==> src/rtl/shift_reg_pkg.sv <==
// Shared types for the universal shift register.
package shift_reg_pkg;

  typedef enum logic [1:0] {
    SR_HOLD = 2'b00,
    SR_SHR  = 2'b01,
    SR_SHL  = 2'b10,
    SR_LOAD = 2'b11
  } shift_mode_t;

  // Counter width able to hold 0..max; never returns less than 1 bit.
  function automatic int clog2_safe(input int max);
    int w;
    w = 1;
    while ((1 << w) <= max) w++;
    return w;
  endfunction

endpackage

==> src/rtl/shift_fill_ctr.sv <==
// Saturating fill counter: sync clear, sync load-to-max, increment that sticks at MAX.
module shift_fill_ctr #(
  parameter int MAX = 4,
  parameter int CW  = $clog2(MAX + 1)
) (
  input  logic          clk,
  input  logic          reset,
  input  logic          inc,
  input  logic          load_max,
  output logic [CW-1:0] count,
  output logic          at_max
);

  localparam logic [CW-1:0] MAXV = CW'(MAX);

  // Clear beats load, load beats increment; increment saturates rather than wrapping.
  always_ff @(posedge clk) begin
    if (!reset)                      count <= '0;
    else if (load_max)               count <= MAXV;
    else if (inc && (count != MAXV)) count <= count + 1'b1;
  end

  assign at_max = (count == MAXV);

endmodule

==> src/rtl/shift_reg_universal.sv <==
// Universal shift register: DEPTH x WIDTH stages with hold / shift-right / shift-left / load,
// serial taps at both ends, full parallel readout and a saturating fill count.
module shift_reg_universal
  import shift_reg_pkg::*;
#(
  parameter  int WIDTH = 1,
  parameter  int DEPTH = 4,
  localparam int CW    = $clog2(DEPTH + 1)
) (
  input  logic                   clk,
  input  logic                   reset,
  input  logic                   en,
  input  logic [1:0]             mode,
  input  logic [WIDTH-1:0]       ser_in_r,
  input  logic [WIDTH-1:0]       ser_in_l,
  input  logic [DEPTH*WIDTH-1:0] par_in,
  output logic [WIDTH-1:0]       ser_out_r,
  output logic [WIDTH-1:0]       ser_out_l,
  output logic [DEPTH*WIDTH-1:0] par_out,
  output logic [CW-1:0]          fill,
  output logic                   full
);

  shift_mode_t md;
  assign md = shift_mode_t'(mode);

  logic [DEPTH-1:0][WIDTH-1:0] stage;

  for (genvar g = 0; g < DEPTH; g++) begin : g_stage
    logic [WIDTH-1:0] from_lo;  // source when shifting right (toward higher index)
    logic [WIDTH-1:0] from_hi;  // source when shifting left (toward lower index)
    logic [WIDTH-1:0] q;

    if (g == 0) begin : g_lo_edge
      assign from_lo = ser_in_r;
    end else begin : g_lo_mid
      assign from_lo = stage[g-1];
    end

    if (g == DEPTH-1) begin : g_hi_edge
      assign from_hi = ser_in_l;
    end else begin : g_hi_mid
      assign from_hi = stage[g+1];
    end

    // One stage: reset first, then enable, then a full 4-way mode decode.
    always_ff @(posedge clk) begin
      if (!reset) q <= '0;
      else if (en) begin
        case (md)
          SR_SHR:  q <= from_lo;
          SR_SHL:  q <= from_hi;
          SR_LOAD: q <= par_in[g*WIDTH +: WIDTH];
          default: q <= q;
        endcase
      end
    end

    assign stage[g] = q;
  end

  // Fill grows on any shift and jumps to DEPTH on load; direction changes leave it alone.
  shift_fill_ctr #(.MAX(DEPTH), .CW(CW)) u_fill (
    .clk      (clk),
    .reset    (reset),
    .inc      (en && ((md == SR_SHR) || (md == SR_SHL))),
    .load_max (en && (md == SR_LOAD)),
    .count    (fill),
    .at_max   (full)
  );

  assign par_out   = stage;
  assign ser_out_r = stage[DEPTH-1];
  assign ser_out_l = stage[0];

endmodule

==> config.mk <==
export PLATFORM = sky130hd
export DESIGN_NAME = shift_reg_universal
export DESIGN_NICKNAME = d
export VERILOG_FILES = /design/src/rtl/shift_reg_pkg.sv /design/src/rtl/shift_fill_ctr.sv /design/src/rtl/shift_reg_universal.sv
export SDC_FILE = /design/constraint.sdc
export NUM_CORES = 1
export LEC_CHECK = 0
export CAP_MARGIN = 20
export CORE_AREA = 2 2 39 41
export CTS_CLUSTER_DIAMETER = 60
export CTS_CLUSTER_SIZE = 40
export DETAILED_ROUTE_END_ITERATION = 10
export DIE_AREA = 0 0 41 43
export GPL_ROUTABILITY_DRIVEN = 0
export MAX_ROUTING_LAYER = met4
export PLACE_DENSITY = 0.78
export REMOVE_ABC_BUFFERS = 1
export SLEW_MARGIN = 30
export SYNTH_ARGS = -nofsm -noshare
export SYNTH_HDL_FRONTEND = slang
export SYNTH_HIERARCHICAL = 1
export SYNTH_SLANG_ARGS = --single-unit
==> constraint.sdc <==
create_clock -name clk -period 2.7 [get_ports clk]
set_input_delay 0.54 -clock clk [delete_from_list [all_inputs] [get_ports clk]]
set_output_delay 0.54 -clock clk [all_outputs]
set_load 0.01 [all_outputs]
==> metrics.cfg <==
[finish]
multi_input_area_um2 = 262.8
diodes = 0
final_cell_mix = 20 x clkdlybuf4s50_1, 7 x dfxtp_1, 5 x ha_1
area_growth_syn_to_layout_pct = 48.32
register_area_um2 = 140.1
nets = 87
final_common_cell = clkdlybuf4s50_1
nFillCells = 135
drive_gt1_share_pct = 12.86

[setup_path]
critPathMaxFanout = 4
arrival_ns = 1.57
crit_slowest_cell = clkdlybuf4s50_1
required_ns = 2.16
end_kind = output port
critPathTopFamily = buffers and inverters
crit_chain = inv_1, ha_1, and2_1, clkdlybuf4s50_1
critPathLaunchType = flop
critPathKind = reg2out
critical_path.max_stage_delay_ns = 0.47
critPathBufInv = 2

[sta]
period_needed_ns = 2.109
setup_violations = 0
worst_clock_skew_ns = 0.00005485
tightest_slew_ns = 0.2227
holdWs_ns = 0.5100
maxSlewHeadroom_pct = 85.07
drv_slew = 0
rsz0062_at_grt = no
hold_viol = 0
timing.final.crit_share_pct = 78.11
fmax_ghz = 0.4742
tns_ns = 0

[floorplanning]
num_rows = 14
dieArea_um2 = 1763
die_x_um = 41
ios = 21
die_h_um = 43
core_area_um2 = 1384
start_util_pct = 32.37

[drt]
drc = 0
drt_pass1_iterations = 4
vias = 426
drtAntennaViolNets = 0
routed_wl_um = 1004
drtIter0Drc = 11
avgRoutedWirePerCell_um = 11.67
routed_via_density = 4.953

[pwr]
ir_worst_vdd_v = 0.0002497
pwr-share-comb_pct = 26.6
power_density_nw_per_um2 = 446.5
p_int_uw = 215.2
switching_power_uw = 81.47
swShare_pct = 27.47
p_clk_share_pct = 33.3
total_power_uw = 296.6
p_leak_uw = 0.0002687
p_seq_share_pct = 40.1

[global_route]
grtUsageMet2_pct = 23.13
grt_pass1_wl_um = 1593
grt_antenna_before_repair = 0
grt_max_degree = 9
grt_pass1_vias = 404
grtUsageMet3_pct = 7.853
overflow = 0
grt-busiest-layer = met2
grt_usage_pct = 14.40
use_met1_pct = 12.54

[cts]
clk_latency_ns = 0.25
cts_hold_buf = 0
cts_resized = 0
cts_setup_buffers = 0
clkSlewWorstSetupHoldPaths_ns = 0.06
cts_root_buffer = clkbuf_4
cts_tree = done
cts_max_level = 1
clock_sinks = 7
cts_buffers = 3
clk_path_buf_depth = 2

[synth]
synth_top_area_share_pct = 31.28
yosys_warnings = 6
synth_area_leader_cell = dfxtp_1
async_flop_share_pct = 0
synth_area_leaders = dfxtp_1 31%, ha_1 14%, a22oi_1 6.7%
synth_seq_cells = 7
synth-edff-count = 0
synth_area_um2 = 447.9
yosysSeqAreaShare_pct = 31.28
synth.distinct_cells = 20
synth_cells = 50
synth_ff_type = dfxtp_1
postSynthAreaPerCell_um2 = 8.959

[flow_run]
maxCapViolCount = 0

[worst_hold_path]
min_path_type = reg2reg

[place]
dp_hpwl_um = 796.2
portBuffers = 20

[run_status]
status = complete, no violations

[cells in the mapped netlist (all sizes together) (3+ instances only)]
| library cell | n |
|---|---|
| a22oi | 4 |
| a31oi | 4 |
| and2 | 3 |
| buf | 4 |
| dfxtp | 7 |
| ha | 5 |
| inv | 4 |
| nand2 | 4 |
| nor2 | 3 |
| o21ai | 4 |
[cells by family (layout without fill, tap and decap cells)]
group	count (synthesis)	in the layout	share of synthesized area (%)
mux	1	1	2.235
simple gates	14	14	19.00
fa+ha+maj	5	5	13.97
buf+inv	8	28	10.06
compound gates	14	14	21.51
flops	7	7	31.28
xor+xnor	1	1	1.956
[registers in the layout (all words and copies together), names as in the netlist]
register / cells
g_stage.from_hi: 2
ser_out_l: 1
ser_out_r: 1
u_fill/count: 3
[through the flow]
step	worst slack, ns	utilization [%]	area [um2]	std cells
2_1_floorplan	1.124	-	417.9	46
3_3_place_gp	0.6013	46.11	638.1	82
3_5_place_dp	0.5437	46.11	638.1	82
4_1_cts	0.5775	48.01	664.4	86
5_1_grt	0.5243	48.01	664.4	86
6_report	0.5911	48.01	664.4	86
[routing by layer]
metal | vias to the layer above | part of all wire (%)
li1 | 213 | -
met2 | 12 | 52
met5 | - | 0
met3 | 2 | 7.6
met1 | 199 | 40
met4 | 0 | 1.1
[path summary, 6_finish.rpt]
kind | from | to | slack (ns) | depth (start not counted)
setup / recovery | u_fill/count[0] | full | 0.59 | 4
hold / removal | ser_out_l | g_stage[0].from_hi | 0.51 | 2
setup reg to reg | u_fill/count[0] | u_fill/count[2] | 1.38 | 5
hold reg to reg | ser_out_l | g_stage[0].from_hi | 0.51 | 2
[worst register-to-register path: cells and delay by family, from the launching register on]
kind                     cells  cell delay, ns
flip-flops                   1            0.40
AND/OR/NAND/NOR              2            0.30
buffers and inverters        1            0.06
AO/OA/AOI/OAI                1            0.24
adder cells (fa/ha/maj)      1            0.22
[layout make-up]
cell class                      instances  area share (%)
Tap cell                               16           3.013
Inverter                                4           2.260
Multi-Input combinational cell         35           39.55
Sequential cell                         7           21.09
Timing Repair Buffer                   20           30.13
Clock buffer                            4           3.955
[power groups by stage]
stage                     Combinational (uW)  Sequential [uW]  Clock, uW
after floorplan                         31.4              125          0
after global placement                  77.3              121          0
after detailed placement                78.9              121          0
after CTS                               79.4              119        101
after global routing                    85.5              120        108
final                                   78.8              119       98.9
Note: power is estimated with default switching activity, not from simulation.
